File: config.mk
export PLATFORM = sky130hd
export DESIGN_NAME = clk_div_ctrl_flat
export DESIGN_NICKNAME = d
export VERILOG_FILES = /design/src/rtl/clk_ctrl_pkg.sv /design/src/rtl/clk_div_ctrl_if.sv /design/src/rtl/div_phase_mirror.sv /design/src/rtl/clk_div_ctrl.sv /design/src/flat_wrapper.sv
export SDC_FILE = /design/constraint.sdc
export NUM_CORES = 1
export LEC_CHECK = 0
export ABC_AREA = 1
export CORE_MARGIN = 2
export CORE_UTILIZATION = 52
export CTS_CLUSTER_DIAMETER = 120
export DETAILED_ROUTE_END_ITERATION = 10
export PLACE_DENSITY = 0.79
export SLEW_MARGIN = 10
export SYNTH_ARGS = -nofsm -noshare
export SYNTH_HDL_FRONTEND = slang
export SYNTH_SLANG_ARGS = --single-unit
File: constraint.sdc
create_clock -name clk -period 2.1 [get_ports clk]
set_input_delay 0.42 -clock clk [delete_from_list [all_inputs] [get_ports clk]]
set_output_delay 0.42 -clock clk [all_outputs]
set_load 0.005 [all_outputs]
File: src/rtl/clk_ctrl_pkg.sv
// Shared definitions for the clock divider controller: controller states,
// the smallest legal divide ratio, and the slot numbering used by clk_sel.
package clk_ctrl_pkg;

  typedef enum logic [2:0] {
    BOOT0  = 3'd0,
    BOOT1  = 3'd1,
    IDLE   = 3'd2,
    LOAD   = 3'd3,
    ARM    = 3'd4,
    SWITCH = 3'd5,
    DRAIN  = 3'd6
  } state_e;

  localparam int unsigned MIN_DIV = 2;

  localparam logic SLOT_A = 1'b0;
  localparam logic SLOT_B = 1'b1;

endpackage

File: src/rtl/clk_div_ctrl_if.sv
// Request handshake and slot-control bundle of the clock divider controller.
// The master side offers divide ratios; the slave side (the controller)
// drives the two divider slots and the output mux select.
interface clk_div_ctrl_if #(
  parameter int CNT_W = 8
);

  logic             req_valid;
  logic [CNT_W-1:0] req_div;
  logic             req_ready;
  logic             busy;
  logic             err;
  logic [CNT_W-1:0] div_a;
  logic [CNT_W-1:0] div_b;
  logic             en_a;
  logic             en_b;
  logic             slot_rstn_a;
  logic             slot_rstn_b;
  logic             clk_sel;
  logic [CNT_W-1:0] cur_div;

  modport master (
    output req_valid, req_div,
    input  req_ready, busy, err, div_a, div_b, en_a, en_b,
           slot_rstn_a, slot_rstn_b, clk_sel, cur_div
  );

  modport slave (
    input  req_valid, req_div,
    output req_ready, busy, err, div_a, div_b, en_a, en_b,
           slot_rstn_a, slot_rstn_b, clk_sel, cur_div
  );

endinterface

File: src/rtl/div_phase_mirror.sv
// Shadow copy of the active divider slot's internal counter. It counts
// 0 .. ratio-1 in lock-step with the slot so the controller knows when the
// slot is about to wrap, which is the only safe moment to hand over.
module div_phase_mirror #(
  parameter int CNT_W = 8
) (
  input  logic             clk,
  input  logic             rst,
  input  logic             en_i,
  input  logic             clear_i,
  input  logic [CNT_W-1:0] ratio_i,
  output logic             wrap_next_o
);

  localparam logic [CNT_W-1:0] ONE = CNT_W'(1);

  logic [CNT_W-1:0] cnt_q, cnt_d;

  assign wrap_next_o = (cnt_q == (ratio_i - ONE));

  // Next count: a clear (slot handover) wins, otherwise follow the slot while it is enabled.
  always_comb begin
    cnt_d = cnt_q;
    if (clear_i) begin
      cnt_d = '0;
    end else if (en_i) begin
      cnt_d = wrap_next_o ? '0 : (cnt_q + ONE);
    end
  end

  // Counter register, cleared together with the rest of the controller.
  always_ff @(posedge clk) begin
    if (rst) begin
      cnt_q <= '0;
    end else begin
      cnt_q <= cnt_d;
    end
  end

endmodule

File: src/rtl/clk_div_ctrl.sv
// clk_div_ctrl: run-time controller for the two-slot divided clock.
// A new ratio is loaded into the idle slot, which is then started on the
// same edge the active slot wraps, so the muxed clock never sees a runt.
module clk_div_ctrl
  import clk_ctrl_pkg::*;
#(
  parameter int CNT_W   = 8,
  parameter int DEF_DIV = 2
) (
  input  logic          clk,
  input  logic          rst,
  clk_div_ctrl_if.slave bus
);

  localparam logic [CNT_W-1:0] DEF_DIV_W = CNT_W'(DEF_DIV);
  localparam logic [CNT_W-1:0] MIN_DIV_W = CNT_W'(MIN_DIV);

  state_e           state_q, state_d;
  logic             req_ready_q, req_ready_d;
  logic             busy_q, busy_d;
  logic             err_q, err_d;
  logic             en_a_q, en_a_d;
  logic             en_b_q, en_b_d;
  logic             rstn_a_q, rstn_a_d;
  logic             rstn_b_q, rstn_b_d;
  logic             clk_sel_q, clk_sel_d;
  logic [CNT_W-1:0] div_a_q, div_a_d;
  logic [CNT_W-1:0] div_b_q, div_b_d;
  logic [CNT_W-1:0] cur_div_q, cur_div_d;
  logic [CNT_W-1:0] new_div_q, new_div_d;

  logic accept;
  logic active_en;
  logic switch_now;
  logic wrap_next;

  assign accept    = bus.req_valid & req_ready_q;
  assign active_en = (clk_sel_q == SLOT_B) ? en_b_q : en_a_q;

  div_phase_mirror #(
    .CNT_W(CNT_W)
  ) u_mirror (
    .clk        (clk),
    .rst        (rst),
    .en_i       (active_en),
    .clear_i    (switch_now),
    .ratio_i    (cur_div_q),
    .wrap_next_o(wrap_next)
  );

  // Sequencer: boot slot A, then on each accepted ratio load the idle slot,
  // wait for the active slot's wrap, swap slots, and finally park the old one.
  always_comb begin
    state_d     = state_q;
    req_ready_d = req_ready_q;
    busy_d      = busy_q;
    err_d       = 1'b0;
    en_a_d      = en_a_q;
    en_b_d      = en_b_q;
    rstn_a_d    = rstn_a_q;
    rstn_b_d    = rstn_b_q;
    clk_sel_d   = clk_sel_q;
    div_a_d     = div_a_q;
    div_b_d     = div_b_q;
    cur_div_d   = cur_div_q;
    new_div_d   = new_div_q;
    switch_now  = 1'b0;

    case (state_q)
      BOOT0: begin
        rstn_a_d = 1'b1;
        state_d  = BOOT1;
      end
      BOOT1: begin
        en_a_d      = 1'b1;
        req_ready_d = 1'b1;
        busy_d      = 1'b0;
        state_d     = IDLE;
      end
      IDLE: begin
        if (accept) begin
          if (bus.req_div < MIN_DIV_W) begin
            err_d = 1'b1;
          end else if (bus.req_div != cur_div_q) begin
            new_div_d   = bus.req_div;
            req_ready_d = 1'b0;
            busy_d      = 1'b1;
            state_d     = LOAD;
          end
        end
      end
      LOAD: begin
        if (clk_sel_q == SLOT_A) begin
          div_b_d  = new_div_q;
          rstn_b_d = 1'b1;
        end else begin
          div_a_d  = new_div_q;
          rstn_a_d = 1'b1;
        end
        state_d = ARM;
      end
      ARM: begin
        if (wrap_next) begin
          switch_now = 1'b1;
          if (clk_sel_q == SLOT_A) begin
            en_b_d = 1'b1;
            en_a_d = 1'b0;
          end else begin
            en_a_d = 1'b1;
            en_b_d = 1'b0;
          end
          clk_sel_d = ~clk_sel_q;
          cur_div_d = new_div_q;
          state_d   = SWITCH;
        end
      end
      SWITCH: begin
        state_d = DRAIN;
      end
      DRAIN: begin
        if (clk_sel_q == SLOT_B) begin
          rstn_a_d = 1'b0;
        end else begin
          rstn_b_d = 1'b0;
        end
        req_ready_d = 1'b1;
        busy_d      = 1'b0;
        state_d     = IDLE;
      end
      default: begin
        state_d = BOOT0;
      end
    endcase
  end

  // State and output registers; reset abandons any switch in progress.
  always_ff @(posedge clk) begin
    if (rst) begin
      state_q     <= BOOT0;
      req_ready_q <= 1'b0;
      busy_q      <= 1'b1;
      err_q       <= 1'b0;
      en_a_q      <= 1'b0;
      en_b_q      <= 1'b0;
      rstn_a_q    <= 1'b0;
      rstn_b_q    <= 1'b0;
      clk_sel_q   <= SLOT_A;
      div_a_q     <= DEF_DIV_W;
      div_b_q     <= DEF_DIV_W;
      cur_div_q   <= DEF_DIV_W;
      new_div_q   <= DEF_DIV_W;
    end else begin
      state_q     <= state_d;
      req_ready_q <= req_ready_d;
      busy_q      <= busy_d;
      err_q       <= err_d;
      en_a_q      <= en_a_d;
      en_b_q      <= en_b_d;
      rstn_a_q    <= rstn_a_d;
      rstn_b_q    <= rstn_b_d;
      clk_sel_q   <= clk_sel_d;
      div_a_q     <= div_a_d;
      div_b_q     <= div_b_d;
      cur_div_q   <= cur_div_d;
      new_div_q   <= new_div_d;
    end
  end

  assign bus.req_ready   = req_ready_q;
  assign bus.busy        = busy_q;
  assign bus.err         = err_q;
  assign bus.en_a        = en_a_q;
  assign bus.en_b        = en_b_q;
  assign bus.slot_rstn_a = rstn_a_q;
  assign bus.slot_rstn_b = rstn_b_q;
  assign bus.clk_sel     = clk_sel_q;
  assign bus.div_a       = div_a_q;
  assign bus.div_b       = div_b_q;
  assign bus.cur_div     = cur_div_q;

endmodule

File: src/flat_wrapper.sv
// flat-port wrapper written by rule: the top's interface ports become plain ports
module clk_div_ctrl_flat import clk_ctrl_pkg::*;
#(
  parameter int CNT_W   = 8,
  parameter int DEF_DIV = 2
)
  (clk, rst, bus_req_valid, bus_req_div, bus_req_ready, bus_busy, bus_err, bus_div_a, bus_div_b, bus_en_a, bus_en_b, bus_slot_rstn_a, bus_slot_rstn_b, bus_clk_sel, bus_cur_div);
  clk_div_ctrl_if #(.CNT_W(CNT_W)) bus_i ();
  input  logic clk;
  input  logic rst;
  input wire logic [$bits(bus_i.req_valid)-1:0] bus_req_valid;
  input wire logic [$bits(bus_i.req_div)-1:0] bus_req_div;
  output wire logic [$bits(bus_i.req_ready)-1:0] bus_req_ready;
  output wire logic [$bits(bus_i.busy)-1:0] bus_busy;
  output wire logic [$bits(bus_i.err)-1:0] bus_err;
  output wire logic [$bits(bus_i.div_a)-1:0] bus_div_a;
  output wire logic [$bits(bus_i.div_b)-1:0] bus_div_b;
  output wire logic [$bits(bus_i.en_a)-1:0] bus_en_a;
  output wire logic [$bits(bus_i.en_b)-1:0] bus_en_b;
  output wire logic [$bits(bus_i.slot_rstn_a)-1:0] bus_slot_rstn_a;
  output wire logic [$bits(bus_i.slot_rstn_b)-1:0] bus_slot_rstn_b;
  output wire logic [$bits(bus_i.clk_sel)-1:0] bus_clk_sel;
  output wire logic [$bits(bus_i.cur_div)-1:0] bus_cur_div;
  assign bus_i.req_valid = bus_req_valid;
  assign bus_i.req_div = bus_req_div;
  assign bus_req_ready = bus_i.req_ready;
  assign bus_busy = bus_i.busy;
  assign bus_err = bus_i.err;
  assign bus_div_a = bus_i.div_a;
  assign bus_div_b = bus_i.div_b;
  assign bus_en_a = bus_i.en_a;
  assign bus_en_b = bus_i.en_b;
  assign bus_slot_rstn_a = bus_i.slot_rstn_a;
  assign bus_slot_rstn_b = bus_i.slot_rstn_b;
  assign bus_clk_sel = bus_i.clk_sel;
  assign bus_cur_div = bus_i.cur_div;
  clk_div_ctrl #(.CNT_W(CNT_W), .DEF_DIV(DEF_DIV)) u_core (.clk(clk), .rst(rst), .bus(bus_i));
endmodule
==> summary.md, run 1 <==
| Metric | Value |
|---|---|
| Clock group share of total power | `roughly a third` |
| Final Routed Wirelength | `around 5900 um` |
| Number of port buffers | `42` |
| Sequential share of the synthesized area | `roughly two fifths` |
| XOR/XNOR Fraction of Synth Area | `under 10%` |
| Vias per inst | `about 5.2` |
| Critical Path Sink Type | `flop` |
| HPWL Detailed | `4220 um` |
| Dpl ws | `a little over 0.1 ns` |
| Vias in the first global route | `roughly 2.2k` |
| Nets@finish | `420` |
| Setup crit start kind | `flop` |
| Data required, critical path | `~2.3 ns` |
| Longest Clk Path Bufs | `2` |
| Inserted Diodes | `0` |
| Average size of a mapped cell | `~6.9 sq um` |
| DR vias | `between 2k and 2.5k` |
| Synth Area in Adders | `1.02%` |
| Period utilization | `roughly 96%` |
| Setup TNS | `0 ns` |
| Initial antenna violation count | `0` |
| Flop pwr share | `49.9%` |
| Count of final setup violators | `0` |
| Area grow syn2layout | `29.3%` |
| P_leak | `between 0.001 and 0.0015 uW` |
| Largest net degree at the start of global routing | `24` |
| Synth warn | `0` |
| Syn_nets | `around 370` |
| Die area | `around 0.0053 sq mm` |
| Crit path DAT | `between 2 and 2.5 ns` |
| Post-synthesis cell count | `roughly 350` |
| Max Clk Rate | `a little under 0.5 GHz` |
| Row count | `25` |
| DRT iter0 DRCs | `approximately 150` |
| Comb power frac | `between 10% and 20%` |
| Post-synthesis compound-gate area fraction | `around 13%` |
| Core outline area | `around 0.0046 sq mm` |
| GRT Resource Usage Total | `22.6%` |
| Crit path time final | `between 2 and 2.5 ns` |
| Sequential cell area | `roughly 0.001 sq mm` |
| Final ANT Viol Nets | `0` |
| First-pass GRT wire length | `approximately 9500 um` |
| Fin. max-slew vios | `0` |
| Layout fillers | `roughly 390` |
| Power per Cell Area | `between 600 and 700 mW/mm^2` |
| CTS root buf | `clkbuf_8` |
| Worst Hold Slack | `0.478 ns` |
| Final Hold Vio Count | `0` |
| GPL Wtd Cong | `0.859` |
| Fin area | `0.00318 sq mm` |
| Fraction of layout cells with a size suffix above 1 | `around an eighth` |
| Share of flip-flops with an asynchronous set or reset | `0%` |
| Clock Skews | `approximately 0.003 ns` |
| Slew HR | `65.5%` |
| Area post-placement | `slightly below 0.003 sq mm` |
| Cts hold-fix bufs | `0` |
| Measured slew at the worst slew-check pin | `0.517 ns` |
| EDFF count, synth | `0` |
| Die W | `just over 70 um` |
| Clock sink total | `50` |
| Synth Flop Type | `dfxtp_1` |
| Max cap viols | `0` |
| Multi-input gate area | `0.00122 sq mm` |
| Largest family of logic cells by synthesized area | `simple AND/OR/NAND/NOR gates` |
| DRC | `0` |
| Sw Pwr | `~560 uW` |
| CTS buffer count | `5` |
| Number of I/O pins | `43` |
| Gr ovfl total | `0` |
| Mapped cell area | `roughly 0.0025 sq mm` |
| Worst-Skew Late Latency | `a little under 0.3 ns` |
| Peak supply drop | `approximately 0.43 mV` |
| Crit path max fanout | `9` |
| Net Sw Frac | `26.8%` |
| Setup WS post-layout | `between 0.08 and 0.09 ns` |
| Mux contribution to synthesized area | `0%` |
| Clk pin slew, worst setup/hold paths | `0.09 ns` |
| Initial Utilization | `around 53%` |
| Distinct cells, synth | `30` |
| Die Y | `between 70 and 80 um` |
| CP Class | `reg -> reg` |
| Min-Delay Path Class | `reg -> reg` |
| Wirelength per Cell | `between 10 and 15 um` |
| Flops & latches, synth | `50` |
| Status | `complete, no violations` |
| Simple-Gate Fraction of Synth Area | `30.1%` |
| H-tree Lvls | `2` |
| TritonRoute pass-1 iters | `5` |
| Int Power | `1530 uW` |
| CTS tree | `built` |
-- worst max-delay path: stages, from the launching register on --
cell and delay (ns):
dfxtp_1 0.36, inv_2 0.05, ha_2 0.31, inv_1 0.04
nand2_1 0.06, nand2_1 0.06, nor2_2 0.09, nand2_1 0.08
nor2_2 0.11, nand2_2 0.08, nor2_4 0.15, nand3_4 0.15
clkbuf_16 0.21, o21ai_1 0.12, nor2_1 0.05
-- timing repair --
item	4_1_cts	5_1_grt
setup buffers	0	1
setup endpoints to repair	0	7
endpoints found under the hold margin	0	0
gates resized for setup	0	9
-- kinds of logic after synthesis --
kind of cell | count (synthesis)
compound gates | 64
xor+xnor | 11
fa+ha+maj | 2
buf+inv | 64
flops | 50
simple gates | 163
-- layer usage --
| layer | track usage [%] | part of all wire [%] | vias up |
|---|---|---|---|
| met3 | 4.83 | 5.9 | 18 |
| met5 | 0 | 0 | - |
| li1 | - | - | 1232 |
| met2 | 37.1 | 47 | 68 |
| met4 | 8.85 | 3.0 | 0 |
| met1 | 29.0 | 44 | 1070 |
-- synthesized netlist by cell type, types with 6 or more instances --
master,number,area share (%)
a21oi_1,26,5.3
dfxtp_1,50,41
inv_1,48,7.3
inv_2,6,0.92
nand2_1,71,11
nand3_1,19,3.9
nand4_1,9,2.3
nor2_1,39,6.0
nor2_2,6,1.5
nor3_1,6,1.2
o21ai_0,25,5.1
o21ai_1,9,1.8
xor2_1,9,3.2
-- final cells by class --
type / count / area share, %
sequential: 50 / 31.5
multi-input combinational: 240 / 38.4
timing repair buffer: 56 / 18.0
tap: 54 / 2.13
clock buffer: 6 / 2.28
clock inverter: 2 / 1.18
inverter: 54 / 6.38
-- placed cells by master, fill, tap and decap left out, types with 3 or more instances in the layout --
master	synthesis	final
nand2_1	71	71
dfxtp_1	50	49
inv_1	48	48
clkdlybuf4s50_1	0	42
nor2_1	39	36
a21oi_1	26	25
o21ai_0	25	25
nand3_1	19	19
buf_4	1	11
xor2_1	9	9
nor2_2	6	9
nand4_1	9	9
o21ai_1	9	7
inv_2	6	6
nor3_1	6	6
clkbuf_8	0	5
nand2_2	4	4
o21ai_2	1	3
-- power by group through the flow --
stage          Sequential (uW)  Clock [uW]  Combinational [uW]
3_5_place_dp              1060           0                 352
6_report                  1040         669                 380
5_1_grt                   1050         717                 432
4_1_cts                   1040         690                 357
3_3_place_gp              1060           0                 345
2_1_floorplan             1060           0                 209
-- registers in the layout, indices dropped and copies added, names as in the netlist, 3 cells and up --
name                   flops
u_core.u_mirror.cnt_q      8
u_core.new_div_q           8
u_core.bus.div_b           8
u_core.bus.cur_div         8
u_core.state_q             3
u_core.bus.div_a           8
-- per-stage QoR --
stage,instances,util (%),total power [uW]
after global routing,462,68.6,2200
after detailed placement,451,64.4,1420
after floorplan,354,-,1270
after global placement,451,64.4,1410
final,462,68.6,2090
after CTS,459,66.7,2090
-- worst paths after layout --
kind / startpoint / to / slack, ns / cells after the start
setup / recovery: u_core.bus.cur_div[0] / u_core.bus.cur_div[7] / 0.09 / 14
hold / removal: u_core.bus.div_b[1] / u_core.bus.div_b[1] / 0.48 / 2
setup reg to reg: u_core.bus.cur_div[0] / u_core.bus.cur_div[7] / 0.09 / 14
hold reg to reg: u_core.bus.div_b[1] / u_core.bus.div_b[1] / 0.48 / 2
Note: power is estimated with default switching activity, not from simulation.
==> run 2, diff against run 1 <==
Settings changed: CTS_CLUSTER_SIZE set to 20, MAX_ROUTING_LAYER set to met4.
==> run 2 against run 1 <==
Combinational power grew 1%. Via count grew 2.3%. Wire length grew 3.2%. Die area is the same. Critical path type unchanged. Non-clock buffer count grew 1. Count of clock-buffer cells in the layout is the same. Cell area grew 0.83%. Fmax grew 0.68%. Sequential share of layout area shrank 0.26 points. Utilization grew 0.57 points. Worst setup slack gained 0.014 ns. First-iteration DRC count grew 4.6%.
==> summary.md, run 2 (synthesis results as in run 1) <==
| Metric | Value |
|---|---|
| P_leak | `~0.0014 uW` |
| Inserted Diodes | `0` |
| Max cap viols | `0` |
| Crit path max fanout | `6` |
| Setup crit start kind | `flop` |
| Worst-Skew Late Latency | `about 0.30 ns` |
| Worst reg2reg path startpoint | `u_core.bus.cur_div[1]` |
| Most common cell after layout, fill and taps aside | `nand2_1` |
| Largest net degree at the start of global routing | `24` |
| Count of final setup violators | `0` |
| Fin area | `0.00320 sq mm` |
| Reg2reg path depth | `12` |
| Number of port buffers | `between 40 and 50` |
| Crit path DAT | `about 2.2 ns` |
| GRT Resource Usage Total | `a little under a quarter` |
| Critical Path Sink Type | `flop` |
| CTS buffer count | `5` |
| GPL Wtd Cong | `about 0.87` |
| CP Class | `reg -> reg` |
| Clk pin slew, worst setup/hold paths | `approximately 0.090 ns` |
| Wirelength per Cell | `roughly 13 um` |
| Final Routed Wirelength | `around 6100 um` |
| Critical path depth | `12` |
| Area grow syn2layout | `30.3%` |
| Most frequent cells in the layout | `nand2_1 (71), dfxtp_1 (49), inv_1 (48), clkdlybuf4s50_1 (42), nor2_1 (36)` |
| Gr ovfl total | `0` |
| H-tree Lvls | `2` |
| Min-Delay Path Class | `reg -> reg` |
| Peak supply drop | `0.435 mV` |
| Power per Cell Area | `approximately 660 mW/mm^2` |
| TritonRoute pass-1 iters | `4` |
| Fraction of layout cells with a size suffix above 1 | `13.0%` |
| Final ANT Viol Nets | `0` |
| DRC | `0` |
| Hold Crit Start | `u_core.bus.div_b[1]` |
| Vias in the first global route | `~2.2k` |
| Die Y | `a little over 70 um` |
| Crit path max-delay family | `simple AND/OR/NAND/NOR gates` |
| DRT iter0 DRCs | `roughly 160` |
| HPWL Detailed | `4220 um` |
| Critical Path Start | `u_core.bus.cur_div[1]` |
| Number of I/O pins | `43` |
| Status | `complete, no violations` |
| Slew HR | `roughly two thirds` |
| Crit path time final | `about 2.0 ns` |
| First-pass GRT wire length | `9490 um` |
| Die W | `about 73 um` |
| Vias per inst | `roughly 5.3` |
| Final Util | `a little under 70%` |
| Sequence of cells on the critical path | `buf_4, nor2_2, nand2_2, nor2_1, nand3_1, nand2_1, nand2_1, nor2_2, nand3_4, clkbuf_16, o21ai_1, nor2_1` |
| Worst hold stages | `2` |
| Data required, critical path | `around 2.3 ns` |
| Initial antenna violation count | `0` |
| Measured slew at the worst slew-check pin | `around 0.52 ns` |
| Core outline area | `~0.0046 sq mm` |
| Longest Clk Path Bufs | `2` |
| Initial Utilization | `between 50% and 60%` |
| Crit path buffers/inverters | `2` |
| Clock Skews | `0.00369 ns` |
| Clock sink total | `50` |
| Max Clk Rate | `approximately 0.50 GHz` |
| CTS tree | `built` |
| Row count | `25` |
| CTS root buf | `clkbuf_8` |
| Nets@finish | `about 420` |
| Final Hold Vio Count | `0` |
| Period utilization | `roughly 95%` |
| Fin. max-slew vios | `0` |
| Slowest CP cell | `dfxtp_2` |
| DR vias | `approximately 2.4k` |
| Slowest stage delay, CP | `about 0.33 ns` |
| Area post-placement | `slightly below 0.003 sq mm` |
| Die area | `about 0.0053 sq mm` |
==> run 2: repair_timing <==
| item | CTS | global route |
|---|---|---|
| gates resized for setup | 0 | 11 |
| endpoints found under the setup margin | 0 | 7 |
| hold buffers | 0 | 0 |
| setup buffers | 0 | 1 |
==> run 2: area by class of cell <==
class / count / area, sq um
Fill cell: 382 / 1430
Multi-Input combinational cell: 240 / 1240
Sequential cell: 50 / 1000
Timing Repair Buffer: 57 / 584
Inverter: 54 / 203
Clock buffer: 6 / 72.6
Tap cell: 54 / 67.6
Clock inverter: 2 / 37.5
==> run 2: per-stage QoR <==
| step | hold slack (ns) | setup WS, ns | setup TNS, ns | power, uW | cells |
|---|---|---|---|---|---|
| after detailed placement | 0.449 | 0.101 | 0 | 1420 | 451 |
| after global placement | 0.443 | 0.166 | 0 | 1410 | 451 |
| after global routing | 0.520 | -0.0400 | -0.202 | 2200 | 463 |
| after floorplan | 0.451 | 0.279 | 0 | 1270 | 354 |
| final | 0.478 | 0.100 | 0 | 2100 | 463 |
| after CTS | 0.476 | 0.198 | 0 | 2090 | 459 |
==> run 2: where the power goes <==
group / leakage [uW] / total (uW) / internal (uW) / switching, uW
logic: 0.000937 / 385 / 179 / 205
clock network: 0.0000514 / 671 / 356 / 316
registers: 0.000405 / 1050 / 998 / 47.3
==> run 2: layer usage <==
metal / global-route usage, % / up-vias / routed length, um
li1: - / 1236 / -
met1: 29.5 / 1108 / 2650
met2: 37.1 / 78 / 2920
met3: 4.01 / 21 / 337
met4: 8.85 / 0 / 222
met5: - / - / 0
==> run 2: path summary, 6_finish.rpt <==
kind	to	slack, ns
hold reg to reg	u_core.bus.div_b[1]	0.48
setup reg to reg	u_core.bus.cur_div[7]	0.10
hold / removal	u_core.bus.div_b[1]	0.48
setup / recovery	u_core.bus.cur_div[7]	0.10
==> run 2: tightest hold or removal path, stage by stage (launching register included) <==
cell     delay, ns
dfxtp_1       0.34
nand2_1       0.05
nand3_1       0.06
==> run 3, diff against run 2 <==
Settings changed: CORE_UTILIZATION 52 to 45, PLACE_DENSITY 0.79 to 0.7.
==> run 3 against run 2 <==
First-iteration DRC count decreased by 32%. Sequential cell count did not move. Register-to-register slack improved by 0.06 ns. Via count decreased by 2.0%. Combinational power is 5% lower. Sequential share of layout area grew 0.89 points. Fmax increased by 3.2%. Worst setup slack better by 0.063 ns. Count of clock-buffer cells in the layout down 1. Critical path type unchanged. Highest routed layer unchanged.
==> summary.md, run 3 (synthesis results as in run 1) <==
| Metric | Value |
|---|---|
| Fraction of layout cells with a size suffix above 1 | `a little over a tenth` |
| Data required, critical path | `roughly 2.3 ns` |
| Initial Utilization | `between 40% and 50%` |
| Initial antenna violation count | `0` |
| Clock Skews | `a little over 0.009 ns` |
| Min-Delay Path Class | `reg -> reg` |
| Number of I/O pins | `between 40 and 50` |
| Inserted Diodes | `0` |
| Final Hold Vio Count | `0` |
| Core outline area | `between 0.005 and 0.006 sq mm` |
| Power per Cell Area | `~630 mW/mm^2` |
| CTS root buf | `clkbuf_8` |
| P_leak | `around 0.0013 uW` |
| Clock group share of total power | `28.0%` |
| HPWL Detailed | `4530 um` |
| Measured slew at the worst slew-check pin | `approximately 0.53 ns` |
| Clock sink total | `50` |
| TritonRoute pass-1 iters | `4` |
| DRT iter0 DRCs | `around 110` |
| Worst-Skew Late Latency | `slightly above 0.3 ns` |
| Cts hold-fix bufs | `0` |
| Final ANT Viol Nets | `0` |
| Row count | `26` |
| Wirelength per Cell | `12.7 um` |
| H-tree Lvls | `2` |
| DRC | `0` |
| Setup slack, reg-to-reg | `approximately 0.16 ns` |
| Layout fillers | `roughly 480` |
| GRT Resource Usage Total | `around a fifth` |
| Sw Pwr | `between 500 and 600 uW` |
| Setup TNS | `0 ns` |
| Setup crit start kind | `flop` |
| Critical Path Sink Type | `flop` |
| Die Y | `around 78 um` |
| Area post-placement | `between 0.002 and 0.003 sq mm` |
| Max Clk Rate | `around 0.52 GHz` |
| Fin area | `0.00311 sq mm` |
| Longest Clk Path Bufs | `2` |
| Status | `complete, no violations` |
| Crit path time final | `approximately 1.9 ns` |
| Count of final setup violators | `0` |
| Crit path max fanout | `7` |
| Fin. max-slew vios | `0` |
| CP Class | `reg -> reg` |
| Net Sw Frac | `between 20% and 30%` |
| Final Routed Wirelength | `~6000 um` |
| Unrepaired setup endpoints after global routing | `false` |
| Slew HR | `about 64%` |
| Flop pwr share | `a little over half` |
| First-pass GRT wire length | `between 10,000 and 15,000 um` |
| Most common cell after layout, fill and taps aside | `nand2_1` |
| Number of port buffers | `between 40 and 50` |
| CTS tree | `built` |
| CTS buffer count | `5` |
| Comb power frac | `a little under a fifth` |
| Area grow syn2layout | `26.6%` |
| Period utilization | `between 90 and 100%` |
| Crit path DAT | `2.13 ns` |
| GPL Wtd Cong | `approximately 0.90` |
| Largest net degree at the start of global routing | `24` |
| Vias in the first global route | `roughly 2.2k` |
| Die area | `between 0.006 and 0.007 sq mm` |
| Nets@finish | `418` |
| Peak supply drop | `about 0.45 mV` |
| Most frequent cells in the layout | `nand2_1 (71), dfxtp_1 (50), inv_1 (48), clkdlybuf4s50_1 (42), nor2_1 (38)` |
| Vias per inst | `just over 5` |
| Gr ovfl total | `0` |
| Die W | `77.9 um` |
| Clk pin slew, worst setup/hold paths | `approximately 0.090 ns` |
| Max cap viols | `0` |
| Int Power | `~1400 uW` |
| DR vias | `approximately 2.4k` |
-- run 3: worst max-delay path, cell delays in order (launching register included) --
cell and delay [ns]:
dfxtp_1 0.33, inv_1 0.06, ha_2 0.33, inv_1 0.04, nand2_1 0.05, nand2_1 0.05
nor2_2 0.12, nand2_1 0.08, nor2_2 0.12, nand2_2 0.07, nor2_4 0.14, buf_4 0.14
nand3_1 0.07, nand3_2 0.18, nor2_1 0.06
-- run 3: power by group through the flow --
stage / Combinational (uW) / Clock, uW / Sequential (uW)
6_report: 367 / 548 / 1040
5_1_grt: 411 / 608 / 1050
4_1_cts: 352 / 570 / 1040
3_5_place_dp: 350 / 0 / 1070
3_3_place_gp: 343 / 0 / 1060
2_1_floorplan: 209 / 0 / 1060
-- run 3: path summary, 6_finish.rpt --
path / start / to / cells past startpoint
worst max-delay path: u_core.bus.cur_div[1] / u_core.u_mirror.cnt_q[3] / 14
worst min-delay path: u_core.bus.div_b[1] / u_core.bus.div_b[1] / 2
worst max register to register: u_core.bus.cur_div[1] / u_core.u_mirror.cnt_q[3] / 14
worst min register to register: u_core.bus.div_b[1] / u_core.bus.div_b[1] / 2
-- run 3: cell type report --
cell class | instances | area [sq um] | share of cell area, %
Timing Repair Buffer | 54 | 531 | 17.1
Inverter | 54 | 203 | 6.52
Clock buffer | 5 | 68.8 | 2.21
Tap cell | 70 | 87.6 | 2.82
Multi-Input combinational cell | 240 | 1200 | 38.7
Sequential cell | 50 | 1000 | 32.2
Clock inverter | 2 | 15.0 | 0.483
-- run 3: what timing repair did --
action                                  CTS  global route
buffers inserted                          0             1
endpoints found under the setup margin    0            10
gates resized for setup                   0             5
-- run 3: per-stage QoR --
stage / util (%) / total power, uW / cells / hold slack, ns / setup WS [ns]
final: 60.1 / 1960 / 475 / 0.466 / 0.163
after global routing: 60.1 / 2070 / 475 / 0.508 / 0.00513
after CTS: 59.6 / 1970 / 474 / 0.475 / 0.0502
after detailed placement: 58.0 / 1420 / 467 / 0.451 / 0.0278
after global placement: 58.0 / 1410 / 467 / 0.444 / 0.104
after floorplan: - / 1270 / 354 / 0.451 / 0.279
-- run 3: per-layer routing --
| metal | track usage (%) | up-vias | wire length, um |
|---|---|---|---|
| li1 | - | 1227 | - |
| met1 | 27.5 | 1096 | 2800 |
| met2 | 33.4 | 64 | 2810 |
| met3 | 4.42 | 8 | 315 |
| met4 | 7.02 | 0 | 89 |
| met5 | - | - | 0 |
==> edit 1, RTL diff (flow settings as in run 3) <==
The 7 states of `state_e` get a one-hot encoding in 7 bits.
--- a/src/rtl/clk_ctrl_pkg.sv
+++ b/src/rtl/clk_ctrl_pkg.sv
@@ -2,14 +2,14 @@
 // the smallest legal divide ratio, and the slot numbering used by clk_sel.
 package clk_ctrl_pkg;
 
-  typedef enum logic [2:0] {
-    BOOT0  = 3'd0,
-    BOOT1  = 3'd1,
-    IDLE   = 3'd2,
-    LOAD   = 3'd3,
-    ARM    = 3'd4,
-    SWITCH = 3'd5,
-    DRAIN  = 3'd6
+  typedef enum logic [6:0] {
+    BOOT0  = 7'b0000001,
+    BOOT1  = 7'b0000010,
+    IDLE   = 7'b0000100,
+    LOAD   = 7'b0001000,
+    ARM    = 7'b0010000,
+    SWITCH = 7'b0100000,
+    DRAIN  = 7'b1000000
   } state_e;
 
   localparam int unsigned MIN_DIV = 2;
Behaviour: same outputs for any inputs over 10 cycles, from zero or initial values and one cycle with rst high; not proved beyond that.
==> edit 1 against run 3 <==
Count of clock-buffer cells in the layout did not move; synthesized cell count grew 7.1%; sequential cell count rose by 4; maximum frequency is 4.7% higher; routed wire length rose by 2.3%; synthesized area rose by 5.0%; setup slack improved by 86 ps; final area grew 3.9%.
Power is not compared: it rests on default switching activity, and its combinational part moved more than twofold at a synthesized area within 25%.
==> edit 1: results (changes against run 3) <==
- Synth cell count leaders: nand2_1 (106), nor2_1 (62), dfxtp_1 (54) (was nand2_1 (71), dfxtp_1 (50), inv_1 (48)).
- The critical path data arrival time is 2050 ps (was 2130 ps).
- The met1 usage came to 26.6% (was 27.5%).
- The largest stage delay on the critical path was 470 ps (was 330 ps).
- The master of the slowest instance on the critical path was clkdlybuf4s50_1 (was dfxtp_1).
- The number of vias after detailed routing is 2,397 (was 2,395).
- The net count after synthesis was 392 (was 367).
- The worst setup slack after placement is -51.7 ps (was 27.8 ps).
- The clock-pin slew on the worst setup and hold paths is 110 ps (was 90 ps).
- The pin count of the biggest net entering global routing is 34 (was 24).
- The global-route met3 utilization is 4.07% (was 4.42%).
- The detailed router's first-iteration violation count is 141 (was 107).
- The number of filler instances in the final layout is 521 (was 484).
- The wire length reported by the detailed router is 6.15 mm (was 6.02 mm).
- The startpoint of the worst hold path is u_core.bus.en_a$_SDFFE_PP0P_ (was u_core.bus.div_b[1]$_SDFFE_PP1P_).
- Run status: completed (unchanged).
- The placed instance area is 3120 um^2 (was 3000 um^2).
- The cell at the root of the clock tree is clkbuf_8 (unchanged).
- The met2 track demand over resource in global routing is 32.8% (was 33.4%).
- The worst-case register-to-register setup slack was 270 ps (was 160 ps).
- The design area came to 3230 um^2 (was 3110 um^2).
- The worst clock skew is 8.86 ps (was 9.17 ps).
- The first-pass GRT wire length is 9.91 mm (was 10.1 mm).
- The distinct cell type count of the synthesized netlist is 29 (was 30).
- The worst slack on hold paths is 469 ps (was 466 ps).
- The number of cells in the finished layout apart from fillers is 500 (was 475).
- The half-perimeter wire length of the detailed placement result came to 4.56 mm (was 4.53 mm).
- The overall track demand over capacity in global routing is 20.6% (was 21.3%).
- Leading cell types by total area after synthesis: dfxtp_1 (42%), nand2_1 (15%), nor2_1 (9.0%) (was dfxtp_1 (41%), nand2_1 (11%), inv_1 (7.3%)).
- The maximum clock frequency is 540 MHz (was 516 MHz).
- The part of the Yosys area used for sequential elements is 41.9% (was 40.7%).
- The critical register-to-register path startpoint was u_core.bus.cur_div[0]$_SDFFE_PP0P_ (was u_core.bus.cur_div[1]$_SDFFE_PP1P_).
- The final weighted congestion in routability-driven placement is 0.857 (was 0.904).
edit 1: cell count changes after synthesis, moves of 5 or more:
| cell | delta |
|---|---|
| nand2_1 | +35 |
| o21ai_0 | -5 |
| nor2_1 | +23 |
| a21oi_1 | -8 |
| o21ai_1 | -9 |
edit 1: final timing paths:
| path | to | cells past startpoint |
|---|---|---|
| worst max-delay path | u_core.bus.req_ready$_SDFFE_PP0P_ | 10 |
| worst min-delay path | u_core.bus.en_a$_SDFFE_PP0P_ | 2 |
| worst max register to register | u_core.bus.en_a$_SDFFE_PP0P_ | 13 |
| worst min register to register | u_core.bus.en_a$_SDFFE_PP0P_ | 2 |
edit 1: cells by family (layout without fill, tap and decap cells):
| group | after synthesis | count (layout) | share of synthesized area (%) |
|---|---|---|---|
| AOI/OAI and AO/OA | 41 | 41 | 8.39 |
| adders and majority gates | 2 | 2 | 0.970 |
| and+or+nand+nor | 216 | 216 | 36.9 |
| xor gates and xnor gates | 9 | 9 | 3.06 |
| buffers and inverters | 57 | 106 | 8.78 |
| DFF | 54 | 54 | 41.9 |
edit 1: final cells by class:
cell class / count / area share [%]
flip-flops and latches: 54 / 33.4
well taps: 72 / 2.79
multi-input cells: 268 / 39.4
repair buffers: 50 / 15.2
clock inverters: 3 / 1.47
clock buffers: 5 / 2.13
inverters: 48 / 5.57
edit 1: routing by layer:
metal | share of wire [%] | vias to the layer above | wire, um
li1 | - | 1280 | -
met1 | 49 | 1055 | 3000
met2 | 45 | 55 | 2800
met3 | 4.7 | 7 | 288
met4 | 1.2 | 0 | 74
met5 | 0 | - | 0
edit 1: critical path, delay by kind of cell:
kind                   cells  cell delay (ps)
AND/OR/NAND/NOR            6              860
buffers and inverters      3              700
AO/OA/AOI/OAI              1               70
==> edit 2, RTL diff (flow settings as in run 3) <==
Without the edit above. `CNT_W` is set to 8 in 4 places; all go to 7.
--- a/src/rtl/clk_div_ctrl_if.sv
+++ b/src/rtl/clk_div_ctrl_if.sv
@@ -2,7 +2,7 @@
 // The master side offers divide ratios; the slave side (the controller)
 // drives the two divider slots and the output mux select.
 interface clk_div_ctrl_if #(
-  parameter int CNT_W = 8
+  parameter int CNT_W = 7
 );
 
   logic             req_valid;
--- a/src/rtl/div_phase_mirror.sv
+++ b/src/rtl/div_phase_mirror.sv
@@ -2,7 +2,7 @@
 // 0 .. ratio-1 in lock-step with the slot so the controller knows when the
 // slot is about to wrap, which is the only safe moment to hand over.
 module div_phase_mirror #(
-  parameter int CNT_W = 8
+  parameter int CNT_W = 7
 ) (
   input  logic             clk,
   input  logic             rst,
--- a/src/rtl/clk_div_ctrl.sv
+++ b/src/rtl/clk_div_ctrl.sv
@@ -4,7 +4,7 @@
 module clk_div_ctrl
   import clk_ctrl_pkg::*;
 #(
-  parameter int CNT_W   = 8,
+  parameter int CNT_W   = 7,
   parameter int DEF_DIV = 2
 ) (
   input  logic          clk,
--- a/src/flat_wrapper.sv
+++ b/src/flat_wrapper.sv
@@ -1,7 +1,7 @@
 // flat-port wrapper written by rule: the top's interface ports become plain ports
 module clk_div_ctrl_flat import clk_ctrl_pkg::*;
 #(
-  parameter int CNT_W   = 8,
+  parameter int CNT_W   = 7,
   parameter int DEF_DIV = 2
 )
   (clk, rst, bus_req_valid, bus_req_div, bus_req_ready, bus_busy, bus_err, bus_div_a, bus_div_b, bus_en_a, bus_en_b, bus_slot_rstn_a, bus_slot_rstn_b, bus_clk_sel, bus_cur_div);
Ports: changed (resized bus_cur_div, bus_div_a, bus_div_b and bus_req_div); port bits go from 43 to 39. The function was not compared with the original's and may differ.
==> edit 2 against run 3 <==
Critical path depth fell by 2; total power fell by 1.1%; sequential power is 9% lower; sequential share of layout area rose by 0.31 points; synthesized cell count down 9.6%; routed wire length shrank 20%; clock skew up 1.1 ps; synthesized area decreased by 11%; sequential cell count fell by 5; worst hold slack lost 6.8 ps; setup slack better by 78 ps; final area fell by 11%; combinational power fell by 16%; highest routed layer unchanged.
==> edit 2: results (changes against run 3) <==
- The switching component of the power is 0.000496 W (was 0.000561 W).
- The slew at the pin closest to its max-slew limit is 354 ps (was 533 ps).
- The worst reg-to-reg path cell count was 12 (was 14).
- Run status: completed (unchanged).
- The maximum clock frequency came to 538 MHz (was 516 MHz).
- The placed instance area is 2660 um^2 (was 3000 um^2).
- The critical path data arrival time came to 2040 ps (was 2130 ps).
- The part of the Yosys area used for sequential elements was 41.1% (was 40.7%).
- The net count after synthesis is 332 (was 367).
- The reg-to-reg critical path endpoint was u_core.u_mirror.cnt_q[4]$_SDFFE_PP0P_ (was u_core.u_mirror.cnt_q[3]$_SDFFE_PP0P_).
- The post-layout net count is 375 (was 418).
- The number of filler instances in the final layout is 447 (was 484).
- The met2 track demand over resource in global routing came to 30.8% (was 33.4%).
- The leakage power of the design is 1.26 nW (was 1.34 nW).
- Leading cell types by total area after synthesis: dfxtp_1 (41%), nand2_1 (14%), inv_1 (7.4%) (was dfxtp_1 (41%), nand2_1 (11%), inv_1 (7.3%)).
- The final weighted congestion in routability-driven placement is 0.793 (was 0.904).
- The critical register-to-register path startpoint was u_core.bus.cur_div[0]$_SDFFE_PP0P_ (was u_core.bus.cur_div[1]$_SDFFE_PP1P_).
- The number of vias per cell came to 4.71 (was 5.04).
- The overall track demand over capacity in global routing is 19.1% (was 21.3%).
- The worst setup slack after placement is 64.9 ps (was 27.8 ps).
- The largest stage delay on the critical path is 350 ps (was 330 ps).
- The distinct cell type count of the synthesized netlist is 27 (was 30).
- The wire length on met2 is 2.19 mm (was 2.81 mm).
- The worst slack on hold paths is 459 ps (was 466 ps).
- The global-route met3 utilization came to 4.80% (was 4.42%).
- The placed instance count is 423 (was 467).
- The largest fanout on the critical path is 19 (was 7).
- The detailed router's first-iteration violation count was 48 (was 107).
[edit 2: cell count changes after synthesis, sizes merged, moves of 3 or more]
cell | run 3 | this run
a21oi | 26 | 23
dfxtp | 50 | 45
inv | 54 | 45
nand2 | 75 | 80
nand4 | 9 | 3
nor3 | 7 | 4
o21ai | 35 | 24
xnor2 | 2 | 8
xor2 | 9 | 6
[edit 2: logic make-up (layout without fill, tap and decap cells)]
logic type                 Yosys count  after routing  share of synthesized area (%)
and+or+nand+nor                    156            156                           30.0
buffers and inverters               55             99                           11.1
AOI/OAI and AO/OA                   48             48                           11.1
DFF                                 45             45                           41.1
xor gates and xnor gates            14             14                           5.59
adders and majority gates            2              2                           1.14
[edit 2: worst max-delay path: cells and delay by family (launching register included)]
| kind | cells | cell delay [ps] |
|---|---|---|
| adder cells (fa/ha/maj) | 1 | 230 |
| buffers and inverters | 2 | 100 |
| flip-flops | 1 | 350 |
| AND/OR/NAND/NOR | 9 | 1040 |
[edit 2: cell type report]
cell class | count | area [um^2] | area share [%]
multi-input combinational | 220 | 1050 | 37.9
sequential | 45 | 901 | 32.5
timing repair buffer | 46 | 453 | 16.3
inverter | 45 | 169 | 6.09
clock buffer | 7 | 86.3 | 3.11
tap | 67 | 83.8 | 3.02
clock inverter | 1 | 30.0 | 1.08
[edit 2: power groups by stage]
| stage | logic (W) | clock network, W | registers (W) |
|---|---|---|---|
| final | 0.000310 | 0.000682 | 0.000945 |
| after global routing | 0.000351 | 0.000715 | 0.000952 |
| after CTS | 0.000313 | 0.000691 | 0.000944 |
| after detailed placement | 0.000312 | 0 | 0.000964 |
| after global placement | 0.000308 | 0 | 0.000964 |
| after floorplan | 0.000184 | 0 | 0.000960 |
